**src/rtl/spart_tx_ctrl.sv**
```systemverilog
`default_nettype none
// ============================================================================
// Module      : spart_tx_ctrl
// Description : Bus-side controller for the SPART transmit path. Decodes
//               processor I/O accesses, holds the baud divisor, generates the
//               per-bit tx_enable tick, buffers bytes in a small FIFO and
//               sequences the TX shifter through its write/tbr handshake.
// Revision    : 1.0 - initial release
// ============================================================================
module spart_tx_ctrl #(
  parameter int unsigned FIFO_DEPTH = 4,
  parameter logic [15:0] DIV_RESET  = 16'd5207
) (
  input  logic       clk,
  input  logic       rst,
  input  logic       iocs,
  input  logic       iorw,
  input  logic [1:0] ioaddr,
  input  logic [7:0] wr_data,
  output logic [7:0] rd_data,
  output logic       tx_enable,
  output logic       tx_write,
  output logic [7:0] tx_data,
  input  logic       tbr,
  output logic       irq_tx_empty
);

  localparam int unsigned AW = (FIFO_DEPTH > 1) ? $clog2(FIFO_DEPTH) : 1;
  localparam logic [AW:0] PTR_ONE = (AW + 1)'(1);

  localparam logic [1:0] ADDR_DATA   = 2'b00;
  localparam logic [1:0] ADDR_STATUS = 2'b01;
  localparam logic [1:0] ADDR_DIV_LO = 2'b10;
  localparam logic [1:0] ADDR_DIV_HI = 2'b11;

  typedef enum logic [1:0] {
    ST_IDLE = 2'd0,
    ST_LOAD = 2'd1,
    ST_BUSY = 2'd2
  } state_t;

  state_t      state_q;
  logic        tx_write_q;
  logic [7:0]  tx_data_q;
  logic [7:0]  rd_data_q;
  logic        ovr_q;
  logic [15:0] div_q;
  logic [15:0] div_d;
  logic [15:0] baud_q;
  logic [AW:0] wptr_q;
  logic [AW:0] rptr_q;
  logic [7:0]  mem_q [FIFO_DEPTH];

  // Bus decode
  logic wr_acc;
  logic rd_acc;
  logic push;
  logic div_lo_wr;
  logic div_hi_wr;
  logic div_load;

  assign wr_acc    = iocs & ~iorw;
  assign rd_acc    = iocs &  iorw;
  assign push      = wr_acc & (ioaddr == ADDR_DATA);
  assign div_lo_wr = wr_acc & (ioaddr == ADDR_DIV_LO);
  assign div_hi_wr = wr_acc & (ioaddr == ADDR_DIV_HI);
  assign div_load  = div_lo_wr | div_hi_wr;

  // FIFO status: equal index with differing wrap bit means full
  logic       fifo_empty;
  logic       fifo_full;
  logic       pop;
  logic       push_ok;
  logic       ovr_set;
  logic [7:0] fifo_head;
  logic [7:0] status_byte;

  assign fifo_empty  = (wptr_q == rptr_q);
  assign fifo_full   = (wptr_q[AW] != rptr_q[AW]) &&
                       (wptr_q[AW-1:0] == rptr_q[AW-1:0]);
  assign pop         = (state_q == ST_IDLE) && !fifo_empty && tbr;
  // A pop in the same cycle frees the slot, so a push into a full FIFO lands.
  assign push_ok     = push && (!fifo_full || pop);
  assign ovr_set     = push && fifo_full && !pop;
  assign fifo_head   = mem_q[rptr_q[AW-1:0]];

  assign irq_tx_empty = fifo_empty && (state_q == ST_IDLE) && tbr;
  assign status_byte  = {5'b0, ovr_q, irq_tx_empty, ~fifo_full};

  // Next divisor value with the addressed byte replaced
  always_comb begin
    div_d = div_q;
    if (div_lo_wr) div_d[7:0]  = wr_data;
    if (div_hi_wr) div_d[15:8] = wr_data;
  end

  // Divisor register and free-running baud down counter
  always_ff @(posedge clk or negedge rst) begin
    if (!rst) begin
      div_q  <= DIV_RESET;
      baud_q <= DIV_RESET;
    end else begin
      div_q <= div_d;
      if (div_load) begin
        baud_q <= div_d;
      end else if (baud_q == 16'd0) begin
        baud_q <= div_q;
      end else begin
        baud_q <= baud_q - 16'd1;
      end
    end
  end

  assign tx_enable = (baud_q == 16'd0);

  // FIFO storage; contents need no reset since the pointers define validity
  always_ff @(posedge clk) begin
    if (push_ok) begin
      mem_q[wptr_q[AW-1:0]] <= wr_data;
    end
  end

  // FIFO read/write pointers
  always_ff @(posedge clk or negedge rst) begin
    if (!rst) begin
      wptr_q <= '0;
      rptr_q <= '0;
    end else begin
      if (push_ok) wptr_q <= wptr_q + PTR_ONE;
      if (pop)     rptr_q <= rptr_q + PTR_ONE;
    end
  end

  // Registered read data and sticky overrun flag (a new overrun beats a clear)
  always_ff @(posedge clk or negedge rst) begin
    if (!rst) begin
      rd_data_q <= 8'h00;
      ovr_q     <= 1'b0;
    end else begin
      if (rd_acc) begin
        case (ioaddr)
          ADDR_DATA:   rd_data_q <= 8'h00;
          ADDR_STATUS: rd_data_q <= status_byte;
          ADDR_DIV_LO: rd_data_q <= div_q[7:0];
          ADDR_DIV_HI: rd_data_q <= div_q[15:8];
          default:     rd_data_q <= 8'h00;
        endcase
      end
      if (ovr_set) begin
        ovr_q <= 1'b1;
      end else if (rd_acc && (ioaddr == ADDR_STATUS)) begin
        ovr_q <= 1'b0;
      end
    end
  end

  // Shifter sequencer: pop, hold write until accepted, wait for idle
  always_ff @(posedge clk or negedge rst) begin
    if (!rst) begin
      state_q    <= ST_IDLE;
      tx_write_q <= 1'b0;
      tx_data_q  <= 8'h00;
    end else begin
      case (state_q)
        ST_IDLE: begin
          if (pop) begin
            tx_data_q  <= fifo_head;
            tx_write_q <= 1'b1;
            state_q    <= ST_LOAD;
          end
        end
        ST_LOAD: begin
          // A tbr glitch high here is ignored; only an accept (tbr=0) moves on.
          if (!tbr) begin
            tx_write_q <= 1'b0;
            state_q    <= ST_BUSY;
          end
        end
        ST_BUSY: begin
          if (tbr) begin
            state_q <= ST_IDLE;
          end
        end
        default: begin
          tx_write_q <= 1'b0;
          state_q    <= ST_IDLE;
        end
      endcase
    end
  end

  assign rd_data  = rd_data_q;
  assign tx_write = tx_write_q;
  assign tx_data  = tx_data_q;

endmodule
`default_nettype wire

```
**config.mk**
```make
export PLATFORM = sky130hd
export DESIGN_NAME = spart_tx_ctrl
export DESIGN_NICKNAME = d
export VERILOG_FILES = /design/src/rtl/spart_tx_ctrl.sv
export SDC_FILE = /design/constraint.sdc
export NUM_CORES = 1
export LEC_CHECK = 0
export ABC_AREA = 1
export BUFFER_PORTS_ARGS = -buffer_cell sky130_fd_sc_hd__buf_4
export CORE_ASPECT_RATIO = 0.5
export CORE_MARGIN = 3
export CORE_UTILIZATION = 25
export CTS_BUF_LIST = sky130_fd_sc_hd__clkbuf_8
export DETAILED_ROUTE_END_ITERATION = 6
export GPL_TIMING_DRIVEN = 0
export MAX_ROUTING_LAYER = met4
export SETUP_SLACK_MARGIN = 0.5
export SYNTH_ARGS = -nofsm -noshare
export SYNTH_HDL_FRONTEND = slang
export SYNTH_SLANG_ARGS = --single-unit
```
**constraint.sdc**
```tcl
create_clock -name clk -period 3.4 [get_ports clk]
set_input_delay 1.02 -clock clk [delete_from_list [all_inputs] [get_ports clk]]
set_output_delay 1.02 -clock clk [all_outputs]
set_load 0.02 [all_outputs]
```
Yosys cells after proc, flatten, opt, wreduce, memory -nomap -nowiden:

Memories as Yosys holds them, arrays and structs flattened. A register that Yosys moved wholly into a read port is not among the register bits.
Index checks and enable logic that the tools add are counted.

* register bits: 50
* bits in writable memories: 32
* input port bits: 15
* output and inout port bits: 19
* logic and storage cells: 69
* memories: 1

* add/subtract/negate cells: 3
* equality and inequality tests: 11
* muxes and demuxes: 16
* bitwise gates (word level): 9
* reductions and logical operators: 21

Memory list
* mem_q: depth 4, bits a word 8, read ports 1, clocked after memory_dff 1, write ports 1, RTL line 52 `logic [7:0] mem_q [FIFO_DEPTH];`

Operators with widths (number)
* 16-bit two-way mux: 2
* 8-bit one-hot mux with 4 select lines: 1
* 16-bit zero test: 1
* 8-bit two-way mux: 2
* 16-bit by 1-bit subtractor with 16-bit output (second input constant): 1
* 1-bit logical AND: 9
* 3-bit by 1-bit adder with 3-bit output (second input constant): 2
* 2-bit equality test (second input constant): 3
* 1-bit two-way mux: 6
* 2-bit two-way mux: 3
* 2-bit inequality test (second input constant): 3
* 2-bit one-hot mux with 3 select lines: 1
* 3-bit AND reduction: 2
* 1-bit AND: 5
* 2-bit by 1-bit equality test with 1-bit output (second input constant): 2
* 1-bit zero test: 4
* 2-bit zero test: 2
* 3-bit equality test: 1
* 1-bit inverter: 3
* 1-bit one-hot mux with 3 select lines: 1
* 2-bit equality test: 1
* 2-bit AND reduction: 1
* 2-bit nonzero test: 1
* 1-bit logical OR: 1
* other kinds (2): 2

Longest topological paths before layout:

Gate-level depths: netlist of run 1.

* word-level depth: 8
* mapped depth: 12

Worst setup path before layout of run 1:

OpenSTA, ideal clock, no wires.

* path kind: input port to output port
* start: input port tbr
* end: output port irq_tx_empty
* arrival: 1.672 ns
* data required time: 2.380 ns
* setup slack: 0.708 ns
* stages on the path: 4
* cells stage by stage: nand2_1 > nor2_1 > inv_1 > nor2_1

* cells in the longest elaborated chain, start to end: 1

RTL lines
* start, declared: RTL line 24 `input logic tbr,`
* 1-bit logical AND: RTL line 87 `assign irq_tx_empty = fifo_empty && (state_q == ST_IDLE) && tbr;`
* end, declared: RTL line 25 `output logic irq_tx_empty`

Every way passes these cells.

Worst setup path in the final report of run 1:

* start: register rptr_q[0]
* end: output port irq_tx_empty

* cells in the longest elaborated chain, start to end: 3

RTL lines
* start, declared: RTL line 51 `logic [AW:0] rptr_q;`
* start signal, assigned: RTL line 130 `if (pop) rptr_q <= rptr_q + PTR_ONE;`
* 3-bit equality test: RTL line 78 `assign fifo_empty = (wptr_q == rptr_q);`
* 1-bit logical AND (2 in a row): RTL line 87

Every way passes these cells.

==> impl_metrics.tcl, run 1 <==
set metrics [dict create \
    run_status "finished clean" \
    clk_latency_ps 370 \
    core_um2 17700 \
    fin_setup_tns_ps 0 \
    fin_total_pwr_mw 3.771 \
    netSwitchingFraction 0.3977 \
    cts_buffer_depth 2 \
    route.vias.total 3453 \
    area_growth_pct 16.52 \
    synth_nets 546 \
    crit_path_end_kind "primary output" \
    wl_mm 10.83 \
    cts_buffers 9 \
    synth_cell_types 33 \
    via_per_inst 4.279 \
    grt_pass1_vias 3258 \
    dr.pass1.iters 4 \
    io_buffers 32 \
    power_frac_comb 0.388 \
    grt_max_degree 59 \
    finish.net_count 590 \
    drc_errors 0 \
    drive_above_1_share 0.2251 \
    relSlewSlack 0.4602 \
    route.detailed.wl_per_inst_um 13.42 \
    grt.total_usage 0.1130 \
    antennaDiodeCount 0 \
    cap_violations 0 \
    final-seq-area_um2 2430 \
    row_count 34 \
    power.density_nw_per_um2 704.0 \
    fmax_mhz 359.7 \
    synth_seq_cells 90 \
    tightest_slew_ps 806.8 \
    power.internal_mw 2.271 \
    ant_nets 0 \
    clock_skew_ps 10.90 \
    die_h_um 101.9 \
    cts_sinks 90 \
    seq_power_share 0.412 \
    die_area_um2 20150 \
    layout_common_cells "nand2_1, nor2_1, inv_1" \
    hpwlAfterDp_mm 7.773 \
    critPathArrivalTime_ps 1760 \
    yosysWarningCount 0 \
    p_sw_mw 1.500 \
    syn-cell-area_um2 4597 \
    pin_count 34 \
    crit_buf_inv 4 \
    ctsHtreeMaxLevel 3 \
    drt_iter0_drc 247 \
    startpoint_type "flop" \
    rsz0062_at_grt "yes" \
    critPathKind "flop to primary output" \
    crit_fanout 10 \
    grt_antenna_before_repair 0 \
    synth_cells 524 \
    drv_slew 0 \
    cts_tree "yes" \
    multi_input_comb_area_um2 1841 \
    grt.overflow.total 0 \
    critPathTopFamily "buffers and inverters" \
    leakagePower_nw 2.409 \
    post-route-period-util 0.8177 \
    grt_pass1_wl_mm 17.14 \
    cp_slowest_cell "dfrtp_1" \
    die_w_um 197.8 \
    p_clk_frac 0.200 \
    layout.cells.most_common "nand2_1" \
    synth_area_leaders "dfrtp_1, edfxtp_1, nand2_1" \
    final-hold-violation-count 0 \
    gp_congestion 0.9106 \
    clkTransAtPathRegs_ps 90 \
    yosysTopAreaCell "dfrtp_1" \
    start_util 0.2598 \
    cpPeakStageDelay_ps 380 \
    synth_top_area_frac 0.2395 \
    postSynthAreaPerCell_um2 8.773 \
    synth_seq_area_share 0.5286 \
    setup_violations 0 \
    nFillCells 1846 \
    cts-root-buf "clkbuf_8" \
    path_cells "buf_6 > inv_4 > nand2_1 > nand2_1 > nor2_2 > nand2_2 > buf_6 > nor2_1 > buf_4" \
    peakVddDrop_mv 0.2606 \
    cp.required_ps 2380 \
    min_path_type "flop to flop" \
    min_period_ps 2780 \
]
## synthesized netlist by cell type
master,instances
nand4_1,5
inv_2,5
nor2_2,11
xor2_1,5
or2_2,1
dfrtp_1,44
nand3b_1,3
buf_4,5
nor4_1,1
o21bai_1,1
o22ai_1,16
ha_1,7
nor2_4,3
a21oi_1,4
nand3_1,48
a21oi_2,17
clkbuf_1,1
nand3_4,2
inv_1,49
buf_6,3
o21ai_0,26
nor2_1,55
nor4_4,1
buf_2,6
xnor2_1,2
buf_8,1
dfstp_2,14
edfxtp_1,32
nand2_2,5
nand2_1,147
nand2_4,1
nand3_2,1
inv_4,2
## cell families after synthesis
family / after synthesis / synth area share
AO/OA/AOI/OAI: 64 / 0.08846
XOR/XNOR: 7 / 0.01334
adder cells (fa/ha/maj): 7 / 0.01905
buffers and inverters: 72 / 0.07294
flip-flops: 90 / 0.5286
AND/OR/NAND/NOR: 284 / 0.2776
## power by group through the flow
stage               Sequential [mW]  Combinational (mW)  Clock, mW
finish                         1.55                1.46      0.754
CTS                            1.55                1.46      0.777
detailed placement             1.57                1.45          0
global placement               1.57                1.42          0
floorplan                      1.62               0.943          0
global route                   1.58                1.67      0.814
## worst reg2reg max path, stage by stage, from the launching register on
cell	delay, ps
dfrtp_1	410
buf_6	150
inv_4	90
nand2_1	60
nand2_1	110
inv_2	40
nand2_1	70
nor2_2	50
nand2_2	120
nand2_4	90
nor2_1	640
## state kept, by name, summed over array words and instances, names as in the netlist
name      flops
rd_data       8
div_q        16
rptr_q        3
state_q       2
ovr_q         1
tx_write      1
wptr_q        3
baud_q       16
tx_data       8
mem_q        32
## layer usage
layer,vias up,routed length [µm],track usage
li1,1792,-,-
met1,1592,5147,0.1429
met2,53,5062,0.1828
met3,16,416,0.02569
met4,0,204,0.03531
met5,-,0,-
## area by class of cell
cell class,instances,area share
multi-input combinational,362,0.3436
clock inverter,7,0.01402
timing repair buffer,33,0.04625
buffer,16,0.02453
inverter,56,0.04018
tap,234,0.05466
clock buffer,9,0.02313
sequential,90,0.4536
## what timing repair did
action	CTS	global route
buffers inserted	0	1
setup endpoints to repair	0	2
gates resized for setup	0	5
hold endpoints to repair	0	0
hold buffers	0	0
## per-stage QoR
| step | util | worst slack (ps) | hold slack (ps) | std cells | area (µm²) |
|---|---|---|---|---|---|
| 3_3_place_gp | 0.2899 | 539.6 | 466.8 | 790 | 5130 |
| 3_5_place_dp | 0.2899 | 544.4 | 467.9 | 790 | 5130 |
| 4_1_cts | 0.3011 | 530.4 | 490.7 | 806 | 5329 |
| 2_1_floorplan | - | 707.6 | 465.5 | 524 | 4597 |
| 6_report | 0.3027 | 619.7 | 484.2 | 807 | 5356 |
| 5_1_grt | 0.3027 | 476.0 | 504.5 | 807 | 5356 |
## worst paths after layout
path / startpoint / endpoint / slack (ps) / depth (start not counted)
min reg2reg: tx_data[3]$_DFFE_PN0P_ / tx_data[3]$_DFFE_PN0P_ / 480 / 2
min: tx_data[3]$_DFFE_PN0P_ / tx_data[3]$_DFFE_PN0P_ / 480 / 2
min in group asynchronous: rst / tx_write$_DFFE_PN0P_ / 710 / 1
max in group asynchronous: rst / div_q[7]$_DFF_PN0_ / 2180 / 1
max: rptr_q[0]$_DFFE_PN0P_ / irq_tx_empty / 620 / 9
max reg2reg: rptr_q[0]$_DFFE_PN0P_ / mem_q[0][4]$_DFFE_PP_ / 1210 / 10
No activity file was read; power rests on OpenSTA's default activity.
==> run 2: changes to the inputs <==
ABC_AREA = 0   (was 1)
clock period = 2.9 ns   (was 3.4 ns; I/O delays follow)
==> run 2 against run 1 <==
Against the previous run: clock skew increased by 1.8 ps; total power increased by 14%; via count decreased by 22%; wire length decreased by 17%; synthesized cell count decreased by 39%; register-to-register slack got worse by 390 ps; core utilization increased by 1.9 points; setup slack got worse by 310 ps; hold slack got worse by 5.7 ps; combinational power increased by 4%; critical path type unchanged; largest cell class unchanged; highest routed layer unchanged.
==> impl_metrics.tcl, run 2 <==
set metrics [dict create \
    seq_power_share 0.439 \
    die_w_um 188.3 \
    cts_sinks 90 \
    netSwitchingFraction 0.3358 \
    syn-cell-area_um2 4154 \
    io_buffers 31 \
    synth_seq_area_share 0.5849 \
    critPathArrivalTime_ps 1720 \
    yosysTopAreaCell "dfrtp_1" \
    crit_path_end_kind "primary output" \
    synth_cell_types 55 \
    worstRegToRegCells 6 \
    async_reset_ff_frac 0.6444 \
    pin_count 34 \
    grt.overflow.total 0 \
    postSynthAreaPerCell_um2 12.94 \
    p_sw_mw 1.443 \
    ctsHoldBuffers 0 \
    drt-met1-wl_mm 4.297 \
    run_status "finished clean" \
    tightest_slew_ps 742.3 \
    power.internal_mw 2.854 \
    row_count 32 \
    leakagePower_nw 1.995 \
    largest_register_ffs 32 \
    synth_seq_cells 90 \
    post-route-period-util 0.8924 \
    ctsHtreeMaxLevel 3 \
    fmax_mhz 386.4 \
    synth_top_area_frac 0.2651 \
    via_per_inst 4.436 \
    peakVddDrop_mv 0.2253 \
    crit_fanout 2 \
    min_period_ps 2588 \
    critPathKind "flop to primary output" \
    drc_errors 0 \
    dr.pass1.iters 5 \
    relSlewSlack 0.5051 \
    route.detailed.wl_per_inst_um 14.93 \
    dp.cells 573 \
    cts_tree "yes" \
    min_path_type "flop to flop" \
    cp.required_ps 2030 \
    area_growth_pct 22.59 \
    wl_met3_um 254 \
    layout_common_cells "buf_4, nand2_1, dfrtp_1" \
    setup_violations 0 \
    cts_buffers 9 \
    grt_pass1_wl_mm 15.17 \
    power.density_nw_per_um2 843.7 \
    rsz0062_at_grt "yes" \
    cap_violations 0 \
    hpwlAfterDp_mm 6.052 \
    die_h_um 97.15 \
    synth_flop_cell "dfrtp_1" \
    power_frac_comb 0.354 \
    core_um2 15820 \
    start_util 0.2627 \
    drive_above_1_share 0.3542 \
    p_clk_frac 0.206 \
    fin_setup_tns_ps 0 \
    ant_nets 0 \
    synth_nets 343 \
    dr.max_layer_used "met4" \
    synth_cells 321 \
    synth_common_cells "nand2_1, dfrtp_1, edfxtp_1, o21ai_0, mux2_2" \
    drt_iter0_drc 171 \
    grt_antenna_before_repair 0 \
    grt_pass1_vias 2840 \
    yosysMostFrequentCell "nand2_1" \
    synth_area_leaders "dfrtp_1, edfxtp_1, dfstp_2" \
    clock_skew_ps 12.71 \
    gp_congestion 0.8584 \
    synth_edf_count 32 \
    layout.cells.most_common "buf_4" \
    grt_max_degree 59 \
    cts_buffer_depth 2 \
    startpoint_type "flop" \
    wl_mm 9.030 \
    drv_slew 0 \
    met2_length_mm 4.308 \
    cts-root-buf "clkbuf_8" \
    antennaDiodeCount 0 \
    die_area_um2 18290 \
    fin_cells 605 \
    grt.total_usage 0.1072 \
    clkTransAtPathRegs_ps 90 \
    route.vias.total 2684 \
    holdPathStages 2 \
    finish.net_count 401 \
    clk_latency_ps 370 \
    yosysWarningCount 0 \
    final-hold-violation-count 0 \
]
[run 2: changes by cell type after synthesis, moves of 9 or more]
cell,before,now
nand3_1,48,4
nor2_2,11,0
nand2_1,147,45
o22ai_1,16,1
nor2_1,55,13
inv_1,49,7
mux2_2,0,18
a21oi_2,17,1
xnor2_1,2,11
[run 2: cell type report]
cell class	count	area, µm²
Fill cell	1601	10720
Buffer	12	80.08
Clock buffer	10	137.6
Timing Repair Buffer	47	360.3
Clock inverter	6	66.31
Tap cell	221	276.5
Inverter	8	32.53
Sequential cell	90	2431
Multi-Input combinational cell	211	1708
[run 2: through the flow]
| stage | power (mW) | hold slack [ps] | utilization | instance area [µm²] | worst slack [ps] |
|---|---|---|---|---|---|
| 6_report | 4.296 | 478.5 | 0.3220 | 5092 | 311.9 |
| 3_3_place_gp | 3.190 | 459.2 | 0.2949 | 4663 | 294.8 |
| 3_5_place_dp | 3.209 | 468.1 | 0.2949 | 4663 | 302.1 |
| 4_1_cts | 4.288 | 480.6 | 0.3189 | 5044 | 319.4 |
| 5_1_grt | 4.577 | 498.1 | 0.3220 | 5092 | 258.7 |
| 2_1_floorplan | 2.795 | 445.0 | - | 4154 | 596.3 |
[run 2: path summary, 6_finish.rpt]
kind | startpoint | endpoint | slack (ps)
worst max-delay path | baud_q[7]$_DFF_PN0_ | tx_enable | 310
worst min-delay path | div_q[2]$_DFF_PN1_ | div_q[2]$_DFF_PN1_ | 480
worst max register to register | rptr_q[0]$_DFFE_PN0P_ | mem_q[3][5]$_DFFE_PP_ | 820
worst min register to register | div_q[2]$_DFF_PN1_ | div_q[2]$_DFF_PN1_ | 480
max in group asynchronous | rst | wptr_q[0]$_DFFE_PN0P_ | 1810
min in group asynchronous | rst | tx_data[2]$_DFFE_PN0P_ | 550
[run 2: repair_timing]
item	CTS	global route
gates resized for setup	16	5
pin swaps	5	4
buffers inserted	13	3
endpoints found under the setup margin	2	2
[run 2: cells by family after synthesis]
family / after synthesis / share of synthesized area
mux: 34 / 0.1117
simple gates: 102 / 0.1307
buf+inv: 20 / 0.02199
xor+xnor: 20 / 0.04217
compound gates: 48 / 0.08735
flops: 90 / 0.5849
fa+ha+maj: 7 / 0.02108
[run 2: worst max-delay path: stages (launching register included)]
cell and delay, ps:
dfrtp_1 390, or4_4 560, nor2_4 150, nand2_4 70, inv_4 60, buf_6 110
[run 2: power by group through the flow]
stage | sequential, mW | clock (mW) | combinational, mW
6_report | 1.89 | 0.886 | 1.52
5_1_grt | 1.93 | 0.960 | 1.68
4_1_cts | 1.88 | 0.914 | 1.49
3_5_place_dp | 1.91 | 0 | 1.30
3_3_place_gp | 1.90 | 0 | 1.29
2_1_floorplan | 1.95 | 0 | 0.842
[run 2: routing by layer]
layer | vias to the layer above | global-route usage
met2 | 44 | 0.1679
met3 | 13 | 0.02198
met1 | 1342 | 0.1390
met5 | - | -
met4 | 0 | 0.03774
li1 | 1285 | -
